File: config.mk
export PLATFORM = sky130hd
export DESIGN_NAME = dma_req_agent_flat
export DESIGN_NICKNAME = d
export VERILOG_FILES = /design/src/rtl/dma_pkg.sv /design/src/rtl/dma_req_agent_if.sv /design/src/rtl/dma_sync_fifo.sv /design/src/rtl/dma_req_agent.sv /design/src/flat_wrapper.sv
export SDC_FILE = /design/constraint.sdc
export NUM_CORES = 1
export LEC_CHECK = 0
export BUFFER_PORTS_ARGS = -buffer_cell sky130_fd_sc_hd__buf_2
export CAP_MARGIN = 20
export CELL_PAD_IN_SITES_DETAIL_PLACEMENT = 1
export CELL_PAD_IN_SITES_GLOBAL_PLACEMENT = 2
export CORE_MARGIN = 1
export CORE_UTILIZATION = 36
export CTS_BUF_LIST = sky130_fd_sc_hd__clkbuf_16
export DETAILED_ROUTE_END_ITERATION = 12
export GPL_ROUTABILITY_DRIVEN = 0
export PLACE_DENSITY_LB_ADDON = 0.1
export SLEW_MARGIN = 10
export SYNTH_ARGS = -nofsm -noshare
export SYNTH_HDL_FRONTEND = slang
export SYNTH_SLANG_ARGS = --single-unit
File: constraint.sdc
create_clock -name CLK -period 2.9 [get_ports CLK]
set_input_delay 0.29 -clock CLK [delete_from_list [all_inputs] [get_ports CLK]]
set_output_delay 0.29 -clock CLK [all_outputs]
set_load 0.02 [all_outputs]
File: src/rtl/dma_pkg.sv
// Shared types for the 8237A-style DMA request agent: FSM state encoding,
// transfer-direction constants and the FIFO readiness rule.
package dma_pkg;

  typedef enum logic [2:0] {
    IDLE    = 3'd0,
    REQ     = 3'd1,
    ACK     = 3'd2,
    HOLDOFF = 3'd3,
    TERM    = 3'd4
  } dma_agent_state_t;

  localparam logic DIR_IO2MEM = 1'b0;
  localparam logic DIR_MEM2IO = 1'b1;

  // I/O->memory needs data to send; memory->I/O needs room to receive.
  function automatic logic agent_ready(input logic dir, input logic full, input logic empty);
    return (dir == DIR_MEM2IO) ? !full : !empty;
  endfunction

endpackage

File: src/rtl/dma_req_agent_if.sv
// DMA channel pin bundle between an 8237A-style controller (master) and a
// peripheral request agent (slave).
interface dma_req_agent_if #(
  parameter int DATA_W = 8
);
  logic              DREQ;
  logic              DACK;
  logic              IOR_N;
  logic              IOW_N;
  logic              EOP_N;
  logic [DATA_W-1:0] DB_IN;
  logic [DATA_W-1:0] DB_OUT;
  logic              DB_OE;

  modport master (
    input  DREQ, DB_OUT, DB_OE,
    output DACK, IOR_N, IOW_N, EOP_N, DB_IN
  );

  modport slave (
    output DREQ, DB_OUT, DB_OE,
    input  DACK, IOR_N, IOW_N, EOP_N, DB_IN
  );
endinterface

File: src/rtl/dma_sync_fifo.sv
// Show-ahead synchronous FIFO; rejects pops when empty and pushes when full,
// reporting each rejected request for the caller's sticky error flags.
module dma_sync_fifo #(
  parameter int DATA_W = 8,
  parameter int DEPTH  = 4
) (
  input  logic                         clk,
  input  logic                         srst,
  input  logic                         push,
  input  logic [DATA_W-1:0]            push_data,
  input  logic                         pop,
  output logic [DATA_W-1:0]            head,
  output logic                         full,
  output logic                         empty,
  output logic [$clog2(DEPTH+1)-1:0]   count_next,
  output logic                         push_drop,
  output logic                         pop_drop
);
  localparam int AW = $clog2(DEPTH);
  localparam int CW = $clog2(DEPTH+1);

  logic [DATA_W-1:0] mem [DEPTH];
  logic [AW-1:0]     wr_ptr_reg;
  logic [AW-1:0]     rd_ptr_reg;
  logic [CW-1:0]     count_reg;
  logic              push_ok;
  logic              pop_ok;

  assign empty     = (count_reg == '0);
  assign full      = (count_reg == CW'(DEPTH));
  assign pop_ok    = pop & ~empty;
  // A push into a full FIFO still fits when the head leaves in the same cycle.
  assign push_ok   = push & (~full | pop_ok);
  assign push_drop = push & ~push_ok;
  assign pop_drop  = pop & empty;
  assign head      = empty ? '0 : mem[rd_ptr_reg];

  always_comb begin
    count_next = count_reg;
    if (push_ok && !pop_ok) begin
      count_next = count_reg + CW'(1);
    end else if (pop_ok && !push_ok) begin
      count_next = count_reg - CW'(1);
    end
  end

  always_ff @(posedge clk) begin
    if (push_ok) begin
      mem[wr_ptr_reg] <= push_data;
    end
  end

  always_ff @(posedge clk) begin
    if (srst) begin
      wr_ptr_reg <= '0;
      rd_ptr_reg <= '0;
      count_reg  <= '0;
    end else begin
      count_reg <= count_next;
      if (push_ok) begin
        wr_ptr_reg <= wr_ptr_reg + AW'(1);
      end
      if (pop_ok) begin
        rd_ptr_reg <= rd_ptr_reg + AW'(1);
      end
    end
  end

endmodule

File: src/rtl/dma_req_agent.sv
// Peripheral endpoint of a DREQ/DACK DMA channel: requests service, moves
// FIFO data on IOR_N/IOW_N strobes and terminates on EOP_N.
module dma_req_agent
  import dma_pkg::*;
#(
  parameter int DATA_W = 8,
  parameter int DEPTH  = 4
) (
  input  logic               CLK,
  input  logic               RESET,
  input  logic               ENABLE,
  input  logic               DIR,
  input  logic               DEMAND,
  input  logic               DREQ_ACTIVE_LOW,
  input  logic               DACK_ACTIVE_LOW,
  dma_req_agent_if.slave     bus,
  input  logic               LOC_WR_EN,
  input  logic [DATA_W-1:0]  LOC_WR_DATA,
  input  logic               LOC_RD_EN,
  output logic [DATA_W-1:0]  LOC_RD_DATA,
  output logic               FULL,
  output logic               EMPTY,
  output logic               DONE,
  output logic               OVERRUN,
  output logic               UNDERRUN
);
  localparam int CW = $clog2(DEPTH+1);

  dma_agent_state_t state_reg, state_next;
  logic             dreq_reg, dreq_next;
  logic             ior_q_reg, ior_qq_reg, iow_q_reg, iow_qq_reg, eop_q_reg;
  logic             done_reg, overrun_reg, underrun_reg;
  logic             dack_act, in_ack, strb_ior, strb_iow, bus_xfer;
  logic             fifo_push, fifo_pop, push_drop, pop_drop;
  logic             ready, ready_post;
  logic [DATA_W-1:0] push_data, head;
  logic [CW-1:0]    count_next;

  assign dack_act = bus.DACK ^ DACK_ACTIVE_LOW;
  assign in_ack   = (state_reg == ACK);

  // Falling edge of the registered strobe, so each pin pulse yields one transfer.
  assign strb_ior = ior_qq_reg & ~ior_q_reg & dack_act;
  assign strb_iow = iow_qq_reg & ~iow_q_reg & dack_act;
  assign bus_xfer = in_ack & ((DIR == DIR_MEM2IO) ? strb_iow : strb_ior);

  assign fifo_push = (DIR == DIR_MEM2IO) ? bus_xfer  : LOC_WR_EN;
  assign fifo_pop  = (DIR == DIR_MEM2IO) ? LOC_RD_EN : bus_xfer;
  assign push_data = (DIR == DIR_MEM2IO) ? bus.DB_IN : LOC_WR_DATA;

  dma_sync_fifo #(
    .DATA_W (DATA_W),
    .DEPTH  (DEPTH)
  ) u_fifo (
    .clk        (CLK),
    .srst       (RESET),
    .push       (fifo_push),
    .push_data  (push_data),
    .pop        (fifo_pop),
    .head       (head),
    .full       (FULL),
    .empty      (EMPTY),
    .count_next (count_next),
    .push_drop  (push_drop),
    .pop_drop   (pop_drop)
  );

  assign ready      = agent_ready(DIR, FULL, EMPTY);
  assign ready_post = (DIR == DIR_MEM2IO) ? (count_next != CW'(DEPTH)) : (count_next != '0);

  always_comb begin
    state_next = state_reg;
    dreq_next  = dreq_reg;
    case (state_reg)
      IDLE: begin
        dreq_next = 1'b0;
        if (ENABLE && ready) begin
          state_next = REQ;
          dreq_next  = 1'b1;
        end
      end
      REQ: begin
        if (!eop_q_reg) begin
          state_next = TERM;
          dreq_next  = 1'b0;
        end else if (dack_act) begin
          state_next = ACK;
        end
      end
      ACK: begin
        if (DEMAND) begin
          dreq_next = ready_post;
        end else if (bus_xfer) begin
          dreq_next = 1'b0;
        end
        if (!eop_q_reg) begin
          state_next = TERM;
          dreq_next  = 1'b0;
        end else if (!dack_act) begin
          if (DEMAND) begin
            state_next = ready_post ? REQ : IDLE;
            dreq_next  = ready_post;
          end else begin
            state_next = HOLDOFF;
            dreq_next  = 1'b0;
          end
        end
      end
      HOLDOFF: begin
        state_next = IDLE;
        dreq_next  = 1'b0;
      end
      TERM: begin
        dreq_next = 1'b0;
      end
      default: begin
        state_next = IDLE;
        dreq_next  = 1'b0;
      end
    endcase
    if (!ENABLE) begin
      state_next = IDLE;
      dreq_next  = 1'b0;
    end
  end

  always_ff @(posedge CLK) begin
    if (RESET) begin
      state_reg  <= IDLE;
      dreq_reg   <= 1'b0;
      ior_q_reg  <= 1'b1;
      ior_qq_reg <= 1'b1;
      iow_q_reg  <= 1'b1;
      iow_qq_reg <= 1'b1;
      eop_q_reg  <= 1'b1;
      done_reg   <= 1'b0;
    end else begin
      state_reg  <= state_next;
      dreq_reg   <= dreq_next;
      ior_q_reg  <= bus.IOR_N;
      ior_qq_reg <= ior_q_reg;
      iow_q_reg  <= bus.IOW_N;
      iow_qq_reg <= iow_q_reg;
      eop_q_reg  <= bus.EOP_N;
      done_reg   <= (state_next == TERM) && (state_reg != TERM);
    end
  end

  // Error flags persist until the channel is disarmed.
  always_ff @(posedge CLK) begin
    if (RESET || !ENABLE) begin
      overrun_reg  <= 1'b0;
      underrun_reg <= 1'b0;
    end else begin
      if (push_drop) begin
        overrun_reg <= 1'b1;
      end
      if (pop_drop) begin
        underrun_reg <= 1'b1;
      end
    end
  end

  assign bus.DREQ   = dreq_reg ^ DREQ_ACTIVE_LOW;
  assign bus.DB_OE  = in_ack & (DIR == DIR_IO2MEM) & dack_act & ~bus.IOR_N;
  assign bus.DB_OUT = (in_ack && (DIR == DIR_IO2MEM)) ? head : '0;

  assign LOC_RD_DATA = head;
  assign DONE        = done_reg;
  assign OVERRUN     = overrun_reg;
  assign UNDERRUN    = underrun_reg;

endmodule
File: src/flat_wrapper.sv
// flat-port wrapper written by rule: the top's interface ports become plain ports
module dma_req_agent_flat import dma_pkg::*;
#(
  parameter int DATA_W = 8,
  parameter int DEPTH  = 4
)
  (CLK, RESET, ENABLE, DIR, DEMAND, DREQ_ACTIVE_LOW, DACK_ACTIVE_LOW, LOC_WR_EN, LOC_WR_DATA, LOC_RD_EN, LOC_RD_DATA, FULL, EMPTY, DONE, OVERRUN, UNDERRUN, bus_DREQ, bus_DB_OUT, bus_DB_OE, bus_DACK, bus_IOR_N, bus_IOW_N, bus_EOP_N, bus_DB_IN);
  dma_req_agent_if #(.DATA_W(DATA_W)) bus_i ();
  input  logic CLK;
  input  logic RESET;
  input  logic ENABLE;
  input  logic DIR;
  input  logic DEMAND;
  input  logic DREQ_ACTIVE_LOW;
  input  logic DACK_ACTIVE_LOW;
  input  logic LOC_WR_EN;
  input  logic [DATA_W-1:0] LOC_WR_DATA;
  input  logic LOC_RD_EN;
  output logic [DATA_W-1:0] LOC_RD_DATA;
  output logic FULL;
  output logic EMPTY;
  output logic DONE;
  output logic OVERRUN;
  output logic UNDERRUN;
  output wire logic [$bits(bus_i.DREQ)-1:0] bus_DREQ;
  output wire logic [$bits(bus_i.DB_OUT)-1:0] bus_DB_OUT;
  output wire logic [$bits(bus_i.DB_OE)-1:0] bus_DB_OE;
  input wire logic [$bits(bus_i.DACK)-1:0] bus_DACK;
  input wire logic [$bits(bus_i.IOR_N)-1:0] bus_IOR_N;
  input wire logic [$bits(bus_i.IOW_N)-1:0] bus_IOW_N;
  input wire logic [$bits(bus_i.EOP_N)-1:0] bus_EOP_N;
  input wire logic [$bits(bus_i.DB_IN)-1:0] bus_DB_IN;
  assign bus_DREQ = bus_i.DREQ;
  assign bus_DB_OUT = bus_i.DB_OUT;
  assign bus_DB_OE = bus_i.DB_OE;
  assign bus_i.DACK = bus_DACK;
  assign bus_i.IOR_N = bus_IOR_N;
  assign bus_i.IOW_N = bus_IOW_N;
  assign bus_i.EOP_N = bus_EOP_N;
  assign bus_i.DB_IN = bus_DB_IN;
  dma_req_agent #(.DATA_W(DATA_W), .DEPTH(DEPTH)) u_core (.CLK(CLK), .RESET(RESET), .ENABLE(ENABLE), .DIR(DIR), .DEMAND(DEMAND), .DREQ_ACTIVE_LOW(DREQ_ACTIVE_LOW), .DACK_ACTIVE_LOW(DACK_ACTIVE_LOW), .bus(bus_i), .LOC_WR_EN(LOC_WR_EN), .LOC_WR_DATA(LOC_WR_DATA), .LOC_RD_EN(LOC_RD_EN), .LOC_RD_DATA(LOC_RD_DATA), .FULL(FULL), .EMPTY(EMPTY), .DONE(DONE), .OVERRUN(OVERRUN), .UNDERRUN(UNDERRUN));
endmodule
Word level (Yosys, flattened, before mapping) --
Memories as Yosys holds them, arrays and structs flattened. A register that Yosys moved wholly into a read port is not among the register bits. Cells that the tools add are included.
Cells by class: div/mod/pow operators 0, equal/unequal tests 9, reductions and logical operators 16, add/subtract/negate cells 4, mux-type cells 31, $lt $le $gt $ge 0, multiply operators 0, shift operators 0, bitwise gates (word level) 23
Operators with widths (count):
- $mux 3 | 9
- $mux 8 | 3
- $mux 1 | 15
- $and 1x1->1 | 12
- $pmux 3 s4 | 1
- $eq 3x3->1 const B | 3
- $not 1->1 | 8
- $logic_not 3->1 | 2
- $ne 3x3->1 const B | 2
- $logic_and 1x1->1 | 5
- $logic_not 1->1 | 5
- $ne 5x5->1 const B | 1
- $add 2x1->2 const B | 2
- $mux 2 | 2
- $add 3x1->3 const B | 1
- $eq 3x1->1 const B | 1
- $eq 3x2->1 const B | 1
- $pmux 1 s3 | 1
- $reduce_bool 3->1 | 1
- $sub 3x1->3 const B | 1
- $ne 2x2->1 const B | 1
- $reduce_and 2->1 | 1
- $reduce_or 2->1 | 1
- $xor 1x1->1 | 2
- 2 further kinds | 2
Word-level totals: bits in latches 0, input port bits 29, logic and storage cells 97, RAM bits 32, register bits after elaboration 19, bits in read-only memories 0, memories 1, output and inout port bits 23
Memory list:
- u_core.u_fifo.mem | depth 4, bits a word 8, rd ports 1, clocked after memory_dff 1, wr ports 1, line dma_sync_fifo.sv:22 | logic [DATA_W-1:0] mem [DEPTH];

Depth between registers and ports, before layout --
depth in word-level cells 23, mapped depth 10, mapped depth without buffers 9

Hierarchy --
Synthesis repeated with hierarchy kept, for this count alone.
Unflattened totals: cell total of the unflattened synthesis 199, area total of the unflattened synthesis 2519.9 um^2
Modules (own cells, without submodules):
- dma_sync_fifo | cells an instance 118, seq. area each 1141.1 um^2, times used 1, area an instance 1795.5 um^2
- dma_req_agent | cells an instance 81, seq. area each 240.2 um^2, times used 1, area an instance 724.4 um^2

Least setup slack after synthesis --
Ideal clock, no wire load.
kind input -> output, start in DIR, end out bus_DB_OUT[6], stages 4, path slack 0.447 ns, buffers on the path 2, arrival 2.163 ns, data required time 2.610 ns, cells stage by stage buf_6 > or4b_1 > clkbuf_2 > a2111oi_0
On the way: cells in the longest elaborated chain, start to end 3
RTL lines:
- start, declared | line flat_wrapper.sv:12 | input logic DIR;
- $not 1->1 | line dma_req_agent.sv:166 | assign bus.DB_OUT = (in_ack && (DIR == DIR_IO2MEM)) ? head : '0;
- $logic_and 1x1->1 | line dma_req_agent.sv:166
- $mux 8 | line dma_req_agent.sv:166
- end, declared | line flat_wrapper.sv:26 | output wire logic [$bits(bus_i.DB_OUT)-1:0] bus_DB_OUT;
No other way between the ends.

Worst setup path in the final report --
start reg u_core.u_fifo.count_reg[0], end reg u_core.dreq_reg
On the way: cells in the longest elaborated chain, start to end 15, elaborated cells between the ends (all ways) 28, classes of those cells 2 x add/sub; 2 x eq/ne; 10 x mux; 5 x bitwise; 9 x reduce/logical
RTL lines:
- start, declared | line dma_sync_fifo.sv:25 | logic [CW-1:0] count_reg;
- start signal, assigned | line dma_sync_fifo.sv:59 | count_reg <= count_next;
- $logic_not 3->1 | line dma_sync_fifo.sv:29 | assign empty = (count_reg == '0);
- $not 1->1 | line dma_sync_fifo.sv:31 | assign pop_ok = pop & ~empty;
- $and 1x1->1 | line dma_sync_fifo.sv:31
- $or 1x1->1 | line dma_sync_fifo.sv:33 | assign push_ok = push & (~full | pop_ok);
- $and 1x1->1 | line dma_sync_fifo.sv:33
- $logic_not 1->1 | line dma_sync_fifo.sv:42 | end else if (pop_ok && !push_ok) begin
- $logic_and 1x1->1 | line dma_sync_fifo.sv:42
- $mux 3 | line dma_sync_fifo.sv:42
- $mux 3 | line dma_sync_fifo.sv:40 | if (push_ok && !pop_ok) begin
- $ne 3x3->1 / $reduce_bool 3->1 (equally long branches) | line dma_req_agent.sv:69 | assign ready_post = (DIR == DIR_MEM2IO) ? (count_next != CW'(DEPTH)) : (count_next != '0);
- $mux 1 | line dma_req_agent.sv:69
- $mux 1, on equally long branches | line dma_req_agent.sv:100, dma_req_agent.sv:91
- $mux 1 | line dma_req_agent.sv:99 | end else if (!dack_act) begin
- $mux 1 | line dma_req_agent.sv:96 | if (!eop_q_reg) begin
- $pmux 1 s3 (*) | line dma_req_agent.sv:74 | case (state_reg)
- end signal, assigned | line dma_req_agent.sv:139 | dreq_reg <= dreq_next;
- end, declared | line dma_req_agent.sv:30 | logic dreq_reg, dreq_next;
Mark *: on every way between the ends. The rest lies on a longest branch, timed or not. A chain may end at the register's enable or synchronous reset.

==> qor.yml <==
syn2layout_area_growth_pct: 18.7
average_detailed_routed_wire_length_per_instance_um: 16.4
most-common-layout-cells: "51 x buf_2, 32 x edfxtp_1, 21 x dfxtp_1"
grt_pass1_vias: 1737
setup_viol: 0
synthesis.area_per_instance_um2: 12.7
area_enclosed_by_the_die_boundary_um2: 7520
die_width_um: 86.7
boundaryPins: 52
startpoint_type: "flip-flop"
fin_crit_share: 0.858
fin_crit_ns: 2.49
ys_seq_area_frac: 0.534
layout.nets: 291
routed_wl_mm: 5.78
dr.pass1.iters: 4
fp.coreArea_um2: 6870
worst-slew-pin-transition_ns: 0.640
number_of_enable_flip_flop_cells_after_synthesis: 32
layout.cells.most_common: "buf_2"
fraction_of_layout_instances_using_a_drive_strength_above_1: 0.355
hold_viol: 0
initial_utilization: 0.376
grt_pass1_wl_mm: 9.06
n_antenna_cell: 0
ctsLongestPathBuffers: 2
clock_tree.root_cell: "clkbuf_16"
synthesis.yosys.warnings: 0
hold_ws_ns: 0.182
grt-ovfl-total: 0
synthArstFlopShare: 0
power.leakage_uw: 0.00119
setup-tns-final_ns: 0
arrival_ns: 2.71
cts-htree-levels: 2
clock.fmax_mhz: 402
path_max_fanout: 10
die_height_um: 86.7
cts_setup_buffers: 0
globalRouteTotalUtil: 0.165
drv_slew: 0
post_syn_nets: 240
dpl_worst_slack_ns: 0.398
route.detailed.drc: 0
grt_use_met2: 0.250
grt_start_max_net_pins: 20
vias: 1691
post_synth_num_cell_types: 52
clock_insertion_delay_worst_skew_ns: 0.29
status: "finished, final reports clean"
largest_reg_flops: 32
holdBufCountCts: 0
tritoncts_num_sinks: 53
critical_path_data_required_time_ns: 3.12
tritoncts: "done"
clkSlewWorstSetupHoldPaths_ns: 0.07
via_per_inst: 4.80
slew_headroom: 0.568
largest_vdd_supply_drop_mv: 0.299
post_cts.resized_instances: 0
globalRouteMet3Util: 0.0314
global_route.usage.met1: 0.243
synth-seq-cells: 53
worst_slack_ns: 0.411
dp_hpwl_mm: 4.32
fin_skew_ns: 0.00550
worstSetupPathType: "flip-flop to flip-flop"
cts-buffers-inserted: 5
syn_area_um2: 2580
worstSetupEndpointType: "flip-flop"
holdCritPathClass: "input port to flip-flop"
power.density_cell_area_nw_per_um2: 573
detailedRoute.firstIterationViolations: 49
layer_with_the_highest_usage_after_global_routing: "met2"
synthFlopType: "edfxtp_1"
number_of_routed_nets_with_antenna_violations: 0
placement.io_buffers: 51
num_rows: 30
cap_violations: 0
number_of_antenna_violations_at_the_first_check_in_global_routing: 0
synthCells: 204
rsz0062_at_grt: "no"
## per-layer routing
layer	vias to the layer above	routed length, um
met2	29	2530
met5	-	0
met1	817	3060
met3	2	154
met4	0	35
li1	843	-
## cells in the mapped netlist, types with 4 or more instances
cell,n,area (um^2)
a21oi_1,11,55.1
and2_1,13,81.3
dfxtp_1,21,420
edfxtp_1,32,961
ha_1,7,87.6
inv_1,6,22.5
mux2_2,8,90.1
mux4_2,7,158
nand2_1,5,18.8
nand2b_1,4,25.0
nor2_1,17,63.8
nor2b_1,10,62.6
o21ai_0,4,20.0
or2_2,5,31.3
xnor2_1,4,35.0
xor2_1,4,35.0
## power by group
| part | total (uW) | leakage (uW) | internal (uW) | switching [uW] |
|---|---|---|---|---|
| clock network | 617 | 0.0000763 | 331 | 286 |
| logic | 289 | 0.000655 | 120 | 169 |
| registers | 854 | 0.000462 | 830 | 24.2 |
| total | 1760 | 0.00119 | 1280 | 479 |
## final cells by class
class                      count  area (um^2)
tap                           96          120
sequential                    53         1380
inverter                       6         22.5
multi-input combinational    138         1140
clock inverter                 3         28.8
fill                         742         3800
clock buffer                   5          125
timing repair buffer          51          255
## final timing paths
kind	startpoint	to	slack, ns	depth (start not counted)
worst max-delay path	u_core.u_fifo.count_reg[0]$_SDFF_PP0_	u_core.dreq_reg$_SDFFE_PP0P_	0.41	9
worst min-delay path	bus_IOW_N	u_core.iow_q_reg$_SDFF_PP1_	0.18	2
worst max register to register	u_core.u_fifo.count_reg[0]$_SDFF_PP0_	u_core.dreq_reg$_SDFFE_PP0P_	0.41	9
worst min register to register	u_core.OVERRUN$_SDFFE_PP0P_	u_core.OVERRUN$_SDFFE_PP0P_	0.48	2
## cells by family (layout without fill, tap and decap cells)
family          after synthesis  after routing  synth area share
xor+xnor                      9              9            0.0334
compound gates               32             32            0.0910
fa+ha+maj                     7              7            0.0339
simple gates                 70             70             0.163
mux                          20             20             0.119
buf+inv                      13             65            0.0261
flops                        53             53             0.534
## through the flow
step	instances	total power, uW	utilization	instance area (um^2)
3_3_place_gp	344	1160	0.424	2920
2_1_floorplan	204	1070	-	2580
4_1_cts	352	1790	0.447	3070
6_report	352	1760	0.447	3070
3_5_place_dp	344	1160	0.424	2920
5_1_grt	352	1840	0.447	3070
## worst max-delay path: stages (launching register included)
cell and delay (ns):
dfxtp_1 0.39, inv_1 0.11, ha_1 0.28, nand2b_1 0.30
inv_1 0.24, a22oi_1 0.28, mux2i_2 0.20, o2bb2ai_1 0.19
o32a_1 0.35, o21ai_1 0.08
No activity file was read; power rests on OpenSTA's default activity.
